--- src/rtl/store_align.sv ---
// Store alignment unit: turns a byte/half/word store at any byte address
// into one or two word-aligned memory beats with per-byte write enables.

// One byte lane of the write beat. For the current beat it works out which
// source byte of the store (if any) lands in this lane.
module store_align_lane #(
  parameter int LANE = 0
) (
  input  logic [1:0]  off_i,
  input  logic [2:0]  nbytes_i,
  input  logic        beat_i,
  input  logic [31:0] wdata_i,
  output logic        we_o,
  output logic [7:0]  byte_o
);
  localparam logic [1:0] LID = 2'(LANE);

  logic [3:0] pos;
  logic [3:0] src;

  // Global byte position of this lane across the two beats, minus the offset,
  // gives the index of the source byte that belongs here.
  always_comb begin
    pos    = {1'b0, beat_i, LID};
    src    = pos - {2'b00, off_i};
    we_o   = (pos >= {2'b00, off_i}) && (src < {1'b0, nbytes_i});
    byte_o = we_o ? wdata_i[{src[1:0], 3'b000} +: 8] : 8'h00;
  end
endmodule

module store_align #(
  parameter bit SPLIT_EN = 1'b1
) (
  input  logic        clk,
  input  logic        rst_n,
  input  logic        req_valid,
  output logic        req_ready,
  input  logic [31:0] req_addr,
  input  logic [31:0] req_wdata,
  input  logic [2:0]  req_funct3,
  output logic        mem_valid,
  input  logic        mem_ready,
  output logic [31:0] mem_addr,
  output logic [31:0] mem_wdata,
  output logic [3:0]  mem_we,
  output logic        done,
  output logic        err
);
  localparam int NUM_LANES = 4;

  typedef enum logic [1:0] {
    IDLE  = 2'd0,
    BEAT0 = 2'd1,
    BEAT1 = 2'd2
  } state_t;

  state_t      state_q, state_d;
  logic [31:0] addr_q, addr_d;
  logic [31:0] wdata_q, wdata_d;
  logic [2:0]  funct3_q, funct3_d;
  logic        split_q, split_d;
  logic        done_q, done_d;
  logic        err_q, err_d;

  // Store size in bytes; zero marks an unsupported funct3.
  function automatic logic [2:0] size_bytes(input logic [2:0] f3);
    case (f3)
      3'b000:  size_bytes = 3'd1;
      3'b001:  size_bytes = 3'd2;
      3'b010:  size_bytes = 3'd4;
      default: size_bytes = 3'd0;
    endcase
  endfunction

  logic [2:0] req_nbytes;
  logic       req_split;
  logic       req_illegal;

  // Request decode: a store spills into the next word when off + size > 4.
  always_comb begin
    req_nbytes  = size_bytes(req_funct3);
    req_split   = ({1'b0, req_addr[1:0]} + req_nbytes) > 3'd4;
    req_illegal = (req_nbytes == 3'd0) || (!SPLIT_EN && req_split);
  end

  // State and captured request registers.
  always_ff @(posedge clk or negedge rst_n) begin
    if (!rst_n) begin
      state_q  <= IDLE;
      addr_q   <= '0;
      wdata_q  <= '0;
      funct3_q <= '0;
      split_q  <= 1'b0;
      done_q   <= 1'b0;
      err_q    <= 1'b0;
    end else begin
      state_q  <= state_d;
      addr_q   <= addr_d;
      wdata_q  <= wdata_d;
      funct3_q <= funct3_d;
      split_q  <= split_d;
      done_q   <= done_d;
      err_q    <= err_d;
    end
  end

  // Next state: capture in IDLE, step through beats on mem_ready, pulse
  // done after the last beat or err after a rejected request.
  always_comb begin
    state_d  = state_q;
    addr_d   = addr_q;
    wdata_d  = wdata_q;
    funct3_d = funct3_q;
    split_d  = split_q;
    done_d   = 1'b0;
    err_d    = 1'b0;
    case (state_q)
      IDLE: begin
        if (req_valid) begin
          addr_d   = req_addr;
          wdata_d  = req_wdata;
          funct3_d = req_funct3;
          split_d  = req_split;
          if (req_illegal) err_d   = 1'b1;
          else             state_d = BEAT0;
        end
      end
      BEAT0: begin
        if (mem_ready) begin
          if (split_q) begin
            state_d = BEAT1;
          end else begin
            state_d = IDLE;
            done_d  = 1'b1;
          end
        end
      end
      BEAT1: begin
        if (mem_ready) begin
          state_d = IDLE;
          done_d  = 1'b1;
        end
      end
      default: state_d = IDLE;
    endcase
  end

  logic                       beat1;
  logic [2:0]                 nbytes_q;
  logic [NUM_LANES-1:0]       lane_we;
  logic [NUM_LANES-1:0][7:0]  lane_byte;

  // Beat select and registered store size feeding the lanes.
  always_comb begin
    beat1    = (state_q == BEAT1);
    nbytes_q = size_bytes(funct3_q);
  end

  for (genvar g = 0; g < NUM_LANES; g++) begin : g_lane
    store_align_lane #(.LANE(g)) u_lane (
      .off_i    (addr_q[1:0]),
      .nbytes_i (nbytes_q),
      .beat_i   (beat1),
      .wdata_i  (wdata_q),
      .we_o     (lane_we[g]),
      .byte_o   (lane_byte[g])
    );
  end

  // Memory side: beat fields come from registers only, so they stay stable
  // under backpressure; everything is zeroed when no beat is presented.
  always_comb begin
    mem_valid = (state_q == BEAT0) || (state_q == BEAT1);
    mem_we    = mem_valid ? lane_we   : 4'b0000;
    mem_wdata = mem_valid ? lane_byte : 32'h0;
    mem_addr  = mem_valid ? ({addr_q[31:2], 2'b00} + (beat1 ? 32'd4 : 32'd0)) : 32'h0;
    req_ready = rst_n && (state_q == IDLE);
    done      = done_q;
    err       = err_q;
  end
endmodule

--- config.mk ---
export PLATFORM = sky130hd
export DESIGN_NAME = store_align
export DESIGN_NICKNAME = d
export VERILOG_FILES = /design/src/rtl/store_align.sv
export SDC_FILE = /design/constraint.sdc
export NUM_CORES = 1
export LEC_CHECK = 0
export ABC_AREA = 0
export CAP_MARGIN = 10
export CORE_MARGIN = 8
export CORE_UTILIZATION = 48
export DETAILED_ROUTE_END_ITERATION = 12
export GPL_TIMING_DRIVEN = 0
export PLACE_DENSITY = 0.78
export REMOVE_ABC_BUFFERS = 1
export SLEW_MARGIN = 20
export SYNTH_ARGS = -nofsm -noshare
export SYNTH_HDL_FRONTEND = slang
export SYNTH_SLANG_ARGS = --single-unit
--- constraint.sdc ---
create_clock -name clk -period 3.56 [get_ports clk]
set_input_delay 0.534 -clock clk [delete_from_list [all_inputs] [get_ports clk]]
set_output_delay 0.534 -clock clk [all_outputs]
set_load 0.02 [all_outputs]
# Word level (Yosys, flattened, before mapping)
# Index checks and enable logic that the tools add are counted.
# classes
n_addsub,6
magnitude_cmp,8
eq_ne,10
shifts,4
muxes,23
n_reduce_logical,11
# ops
operator,count
32-bit by 6-bit variable part select with 8-bit output,4
32-bit 2-to-1 mux,2
32-bit by 3-bit adder with 32-bit output,1
8-bit 2-to-1 mux,4
3-bit case mux with 3 select lines,2
4-bit by 3-bit less-than comparator with 1-bit output,4
3-bit by 2-bit subtractor with 4-bit output,4
2-bit 2-to-1 mux,5
3-bit by 2-bit >= comparator with 1-bit output,3
3-bit logical NOT,3
"2-bit != test, second input constant",4
"3-bit by 1-bit == test with 1-bit output, second input constant",2
"3-bit by 2-bit == test with 1-bit output, second input constant",2
1-bit 2-to-1 mux,6
2-bit case mux with 3 select lines,1
1-bit logical AND,4
4-bit 2-to-1 mux,1
4-bit AND reduction,1
2-bit by 3-bit adder with 3-bit output,1
"3-bit greater-than comparator, second input constant",1
3-bit 2-to-1 mux,1
"2-bit by 1-bit == test with 1-bit output, second input constant",1
"2-bit == test, second input constant",1
2-bit logical NOT,1
3 further kinds,3
# word_totals
ff_bits,72
elab_cells,69

# Logic depth before layout (Yosys ltp)
# logic_depth
ltp_word,6
mapped_depth,11
depth_no_buf,9

# Cells and area by module
# A second synthesis with hierarchy kept.
# unflattened
cells_unflattened,490
hier_area_um2,5388.9
# by_module_without_submodules
mod,instances,cells_per_inst,area_each_um2,seq_area_each_um2
store_align,1,354,3890.0,1801.7
store_align_lane at g_lane[2].u_lane,1,45,475.5,0.0
store_align_lane at g_lane[0].u_lane,1,35,367.9,0.0
store_align_lane at g_lane[1].u_lane,1,30,347.8,0.0
store_align_lane at g_lane[3].u_lane,1,26,307.8,0.0

# Least setup slack after synthesis
# OpenSTA, ideal clock, no wires.
# synth_timing
path_type,register to output
startpoint,register addr_q[1]
endpoint,output port mem_wdata[16]
arrival_time_ns,2.667
slack_ns,0.359
path_stages_with_launch,10
path_cell_list,dfrtp_1 -> buf_2 -> clkbuf_1 -> inv_1 -> ha_1 -> buf_2 -> inv_1 -> o41ai_1 -> nand4b_1 -> nor2b_1
# synth_via
elab_chain_cells,5
# synth_rtl
item,line_no,source
start: declaration,58,"logic [31:0] addr_q, addr_d;"
start signal: assignment,98,addr_q <= addr_d;
branches (longest 3 deep; another with 3-bit by 2-bit subtractor with 4-bit output),--,
8-bit 2-to-1 mux (*),27,"byte_o = we_o ? wdata_i[{src[1:0], 3'b000} +: 8] : 8'h00;"
32-bit 2-to-1 mux (*),175,mem_wdata = mem_valid ? lane_byte : 32'h0;
end: declaration,44,"output logic [31:0] mem_wdata,"
# Every way passes the cells marked *.

# Worst setup path in the final report
# layout_timing
startpoint,register funct3_q[0]
endpoint,output port mem_wdata[31]
# layout_via
elab_chain_cells,5
# layout_rtl
item,line_no,source
start: declaration,60,"logic [2:0] funct3_q, funct3_d;"
start signal: assignment,100,funct3_q <= funct3_d;
3-bit by 2-bit == test with 1-bit output (tied with other cells),67,case (f3)
3-bit case mux with 3 select lines (*),67,
4-bit by 3-bit less-than comparator with 1-bit output (*),26,"we_o = (pos >= {2'b00, off_i}) && (src < {1'b0, nbytes_i});"
8-bit 2-to-1 mux (*),27,
32-bit 2-to-1 mux (*),175,
# Mark *: on every way between the ends. The rest lies on a longest branch, timed or not.

==> run summary <==
The flow ran to the end, and the final reports show no timing, DRC or antenna violations. The total power consumption of the routed design is 5.70 mW, and the largest fanout of any net on the critical path is 9. Dividing the final minimum period by the clock period gives 97.2%. The analysis attributes to net switching a power of 2.27 mW.

In this run the power density over the cells is 849 mW/mm2. The logs give 653 for the final-stage net count and 2.93 ns for the arrival time of data at the critical path endpoint. Setup repair after global routing left no endpoint under its margin. Measured against the total synthesized area, the mux share comes to 30.3%.

The floorplan has 37 rows. The floorplan step set the die height to 117 um. Synthesis instantiated 50 different standard cells from the library.

The flip-flop and latch count after synthesis works out to 72. Net switching is 39.9% of the power. After synthesis, the largest family of logic cells by area is multiplexers.

The run gives 0 as the remaining antenna violation count. The port buffer count came out at 140. In the routed layout, each cell is associated on average with a via count of 5.67. The leading cell type in the layout, fill and taps excluded is sky130_fd_sc_hd__clkdlybuf4s50_1. Global routing used 20.0% of the available tracks across all layers. The path class of the tightest hold or removal check is in2async. The post-route setup TNS is 0 ns, and the sum of routed wire segments on met1 is 5.48 mm. The logs give 9 for the number of clock buffers inserted by TritonCTS and 0.00491 mm2 for the post-synth design cell area. Timing would allow up to 0.289 GHz. Summing the areas of all compound-gate instances in the mapped netlist gives 6.78% of the synthesized area. Kind of launch point of the worst setup path: a register. Counting I/O delays and the setup requirement, the final critical path takes 3.46 ns.

The tools report the maximum vdd ir drop as 0.000422 V. Of all flip-flops after synthesis, the portion carrying an async set or reset was 100%. The uppermost layer routed is met4. The worst setup path is of the reg2out kind.

The tools report the final antenna diode count as 0. The internal power of the cells totals 3.43 mW. For the aggregate routed wire length, the log shows 13.2 mm.

Leaving out fill and tap cells, the most frequent cells in the layout are sky130_fd_sc_hd__clkdlybuf4s50_1, sky130_fd_sc_hd__dfrtp_1, sky130_fd_sc_hd__mux2_2. The depth of the CTS H-tree was 3. For this design, the sink count on the clock tree is 72. The logs give 3978 for the number of vias in the routed layout and 41 for the largest net degree at the start of global routing. The leakage power of the design was 2.80 nW; the I/O pin total was 143.

For the max-capacitance violation count, the log shows 0. Detailed placement ended at an HPWL of 9.70 mm. Yosys attributes the largest share of cell area to sky130_fd_sc_hd__dfrtp_1, sky130_fd_sc_hd__mux2_2, sky130_fd_sc_hd__mux4_2, sky130_fd_sc_hd__ha_1, sky130_fd_sc_hd__nor2b_1. The final count of pins violating max slew was 0; the initial antenna violation count was 0. The starting density of the core is 48.4%, and the die width is 117 um.

The first global-routing pass estimated 21.1 mm of wire. Setup violations remaining at the end of the flow were counted as 0. For the count of hold buffers inserted by post-cts repair, the log shows 0. The clock passes through at most 2 buffers. After detailed routing, the number of remaining DRC violations is 0. The power share of the clock group was 10.7%; the worst path required time was 3.03 ns.

Routability-driven placement finished with a final weighted congestion of 0.822. The tools report the clock insertion delay at the later pin of the skew report as 0.35 ns. Proportion of power drawn by combinational gates: 59.4%. The hold violation total from the final report came out at 0.

The worst setup path is captured at an output pin. Measured in cells, the most critical reg-to-reg path has a length of 5. The logs give 4132 for the via count of the first global-routing pass and 4 for the detailed-routing iteration count for the pre-antenna-repair pass.

The area of the die came out at 0.0137 mm2. The average wire per cell in the routed design works out to 18.8 um. TritonCTS built the clock tree. The layout cell share with drive strength beyond 1 came out at 27.7%. For this run the aggregate overflow at the end of global routing stands at 0.

The area added between synthesis and finish works out to 36.7%. The number of synthesized flops with an enable pin was 0; the share of synthesized cell area in full adder, half adder and majority cells was 5.51%. For this run, the leading register cell type out of synthesis is sky130_fd_sc_hd__dfrtp_1. Sequential elements use 36.7% of the synthesized area. The cell sitting at the root of the clock tree is a sky130_fd_sc_hd__clkbuf_8. The post-synthesis instance total is 423, and the count of synthesis-stage warnings from yosys is 0. The clock-pin transition on the worst setup and hold timing paths works out to 0.07 ns. Detailed routing placed a total of 1.30 mm of wire on met3. A synthesized cell averages 11.6 um2. Hold is met by 0.128 ns. The sequential cell fraction of total power was 29.9%. Wire segments on met2 add up to 6.28 mm in the final route. The largest total area in the synthesized netlist belongs to sky130_fd_sc_hd__dfrtp_1. The run gives 0.0101 mm2 as the area of the core. The clock skew after layout is 0.00671 ns.

Simple logic cell fraction of the synthesized area: 14.7%. The area share of xor/xnor cells in the synthesized design came out at 1.96%. The first routing iteration left 266 violations. Of the post-synthesis cell area, the dominant cell type holds 36.7%.
-- registers in the layout, summed over array words and instances, names as in the netlist --
| signal | flops |
|---|---|
| done | 1 |
| addr_q | 32 |
| state_q | 2 |
| funct3_q | 3 |
| err | 1 |
| wdata_q | 32 |
| split_q | 1 |
-- Yosys cell counts (all sizes together), types with 4 or more instances --
cell    instances
nand2          15
o31ai           7
nand3           8
and4            4
nor2b          33
and2            6
o21ai          10
nand4           8
a21oi          20
mux2           67
nor4            4
dfrtp          72
mux4           32
or4             7
inv            20
or3             7
clkbuf          6
nor2           13
buf            19
xor2            9
ha             20
-- through the flow --
stage                     cell area [um2]  worst slack, ns  cells  utilization [%]
after detailed placement             6430            -1.23    678             63.4
after floorplan                      4790           -0.352    399                -
final                                6710           0.0999    702             66.2
after CTS                            6700          -0.0235    701             66.0
after global routing                 6710           0.0165    702             66.2
after global placement               6360            -1.68    675             62.8
-- logic make-up after synthesis --
logic type      count (synthesis)
flops                          72
compound gates                 53
simple gates                  119
buf+inv                        46
mux                           100
fa+ha+maj                      21
xor+xnor                       11
other cells                     1
-- final timing paths --
check	from	end	slack, ns
max in group asynchronous	rst_n	wdata_q[11]	2.87
worst min-delay path	rst_n	addr_q[7]	0.13
worst max register to register	state_q[1]	wdata_q[16]	1.72
min in group clk	split_q	split_q	0.52
worst max-delay path	funct3_q[0]	mem_wdata[31]	0.1
worst min register to register	split_q	split_q	0.52
-- cell type report --
class,count,area (um2)
Clock buffer,13,169
Clock inverter,3,15.0
Fill cell,782,3430
Inverter,21,83.8
Multi-Input combinational cell,306,2960
Sequential cell,72,1810
Tap cell,136,170
Timing Repair Buffer,151,1500
-- repair_timing --
item	in CTS	in global routing
resized for setup	59	21
pin swaps	4	1
setup buffers	7	1
setup endpoints to repair	62	38
-- critical path, cell delays in order (launching register included) --
cell	delay, ns
sky130_fd_sc_hd__dfrtp_1	0.43
sky130_fd_sc_hd__or3b_2	0.55
sky130_fd_sc_hd__ha_1	0.31
sky130_fd_sc_hd__a211o_2	0.41
sky130_fd_sc_hd__nor2b_1	0.22
sky130_fd_sc_hd__clkdlybuf4s50_1	0.65
-- routing by layer --
metal / vias up / global-route usage, %
met5: - / 0
met4: 0 / 5.55
met3: 13 / 7.39
met2: 166 / 32.7
met1: 1955 / 24.4
li1: 1844 / -
-- power groups by stage --
stage	sequential [mW]	combinational, mW	clock, mW
finish	1.70	3.39	0.609
global route	1.78	3.64	0.671
CTS	1.69	3.42	0.632
detailed placement	1.72	3.31	0
global placement	1.73	3.17	0
floorplan	1.62	2.26	0
No activity file was read; power rests on OpenSTA's default activity.
==> edit, RTL diff (config.mk and constraints unchanged) <==
`SPLIT_EN`: 1'b1 -> 1'b0.
--- a/src/rtl/store_align.sv
+++ b/src/rtl/store_align.sv
@@ -30,5 +30,5 @@
 
 module store_align #(
-  parameter bit SPLIT_EN = 1'b1
+  parameter bit SPLIT_EN = 1'b0
 ) (
   input  logic        clk,
Check against the original RTL: not equivalent (Yosys sat finds a counterexample within 4 cycles, from zero or initial values and one cycle with rst_n low).
==> edit against the unedited design <==
- synthesized area increased by 2.2%
- setup slack improved by 48 ps
- sequential cell count did not move
- design area grew 2.4%
- first-iteration DRC count down 43%
- register-to-register slack about the same
- wire length grew 3.5%
- power rose by 7.8%
==> edit: results (changes against the unedited design) <==
STA
  • Slew HR: 0.625
  • Clock skew: 10.1 ps (was 6.71 ps)
  • Hold Vio Cnt, Final: 0 (unchanged)

GRT
  • Initial antenna violation count: 0 (unchanged)
  • Largest net degree at the start of global routing: 56 (was 41)
  • Vias in the first global route: 4170 (was 4132)
  • First-pass GRT wire length: 21900 um (was 21100 um)
  • Overall Global Routing Usage: 0.193 (was 0.200)

Synthesis
  • Synth cell count leaders: dfrtp_1, mux2_2, mux4_2 (was dfrtp_1, mux2_2, nor2b_1)
  • Async SR Flop Fraction: 1.00 (unchanged)
  • Seq/Total Area, Yosys: 0.359 (was 0.367)
  • YS warnings: 0 (unchanged)
  • Netlist cell types: 50 (unchanged)
  • Area contributors post-synth: dfrtp_1, mux2_2, mux4_2 (unchanged)

Layout
  • Fin nets: 660 (was 653)
  • Layout cell share with drive strength beyond 1: 0.266 (was 0.277)
  • Fillers: 759 (was 782)
  • Ant diodes: 0 (unchanged)
  • Biggest registers after layout: addr_q x32, wdata_q x32, funct3_q x3 (unchanged)

Placed design
  • Gp weighted congestion: 0.820 (was 0.822)
  • Cell Area, Placed: 6540 um2 (was 6430 um2)
  • Detail Placement HPWL: 9900 um (was 9700 um)
  • IO Port Bufs: 140 (unchanged)

Drt
  • DR WL/cell: 19.3 um (was 18.8 um)
  • Routed length on met2: 7380 um (was 6280 um)
  • Wl on met1: 5610 um (was 5480 um)
  • Drt via density: 5.62 (was 5.67)
  • DRT Pass-1 Iters: 4 (unchanged)
  • DR WL met3: 416 um (was 1300 um)
  • DRT iter0 DRCs: 152 (was 266)
  • Max Used Layer: met4 (unchanged)

Status
  • Status: finished clean (unchanged)

Power and ir drop
  • Maximum VDD drop: 0.591 mV (was 0.422 mV)
  • P_leak: 3.03 nW (was 2.80 nW)

CTS
  • H-tree levels: 3 (unchanged)
  • Clock Tree Buf Depth: 2 (unchanged)
  • Skew-Pair Late Insertion Delay: 340 ps
  • Num CTS Buffers: 9 (unchanged)
  • Clock-pin slew on the worst setup and hold paths: 80 ps
  • Root buf cell: clkbuf_8 (unchanged)

Worst setup path
  • Worst Path Arrival: 2880 ps (was 2930 ps)
  • CP max FO: 9 (unchanged)

Hold path
  • HP Class: in -> async (unchanged)
-- edit: logic make-up after synthesis --
group / synth area share
compound gates: 0.0624
xor+xnor: 0.0262
fa+ha+maj: 0.0539
buf+inv: 0.0407
flops: 0.359
mux: 0.294
other cells: 0.000748
simple gates: 0.163
-- edit: what timing repair did --
item	4_1_cts	5_1_grt
setup buffers	11	0
pin swaps	4	0
resized for setup	30	32
endpoints found under the setup margin	52	37
hold endpoints to repair	0	0
cloned	1	0
-- edit: worst max-delay path: stages, from the launching register on --
cell,delay (ps)
dfrtp_1,450
or3b_2,530
ha_1,320
a211o_1,410
nor2b_1,190
clkdlybuf4s50_1,630
-- edit: layer usage --
layer	vias up	track usage
li1	1857	-
met1	2009	0.224
met2	96	0.352
met3	19	0.0290
met4	0	0.0713
met5	-	0
-- edit: path summary, 6_finish.rpt --
| path | start | to | slack (ps) | cells after the start |
|---|---|---|---|---|
| worst max-delay path | funct3_q[2] | mem_wdata[24] | 150 | 5 |
| worst min-delay path | rst_n | addr_q[4] | 70 | 1 |
| worst max register to register | state_q[1] | addr_q[31] | 1720 | 5 |
| worst min register to register | addr_q[2] | addr_q[2] | 530 | 1 |
| max in group asynchronous | rst_n | addr_q[1] | 2910 | 2 |
| min in group clk | addr_q[2] | addr_q[2] | 530 | 1 |
-- edit: stage by stage --
stage / setup slack [ps] / hold WS (ps) / util / cells
5_1_grt: 2.67 / 69.3 / 0.672 / 708
3_3_place_gp: -1640 / 503 / 0.631 / 678
6_report: 148 / 69.3 / 0.672 / 708
3_5_place_dp: -1100 / 439 / 0.639 / 681
4_1_cts: -9.63 / 57.8 / 0.667 / 708
2_1_floorplan: -306 / 238 / - / 402
-- edit: cell type report --
cell class | instances | area, um2 | share of cell area
timing repair buffer | 154 | 1590 | 0.231
multi-input combinational | 311 | 3050 | 0.444
clock buffer | 12 | 155 | 0.0226
clock inverter | 3 | 17.5 | 0.00255
tap | 136 | 170 | 0.0248
inverter | 19 | 75.1 | 0.0109
sequential | 72 | 1810 | 0.263
timing repair inverter | 1 | 7.51 | 0.00109
-- edit: report_power, final --
group	switching, mW	internal [mW]
clock	0.310	0.286
combinational	1.67	2.11
sequential	0.544	1.23
total	2.52	3.62
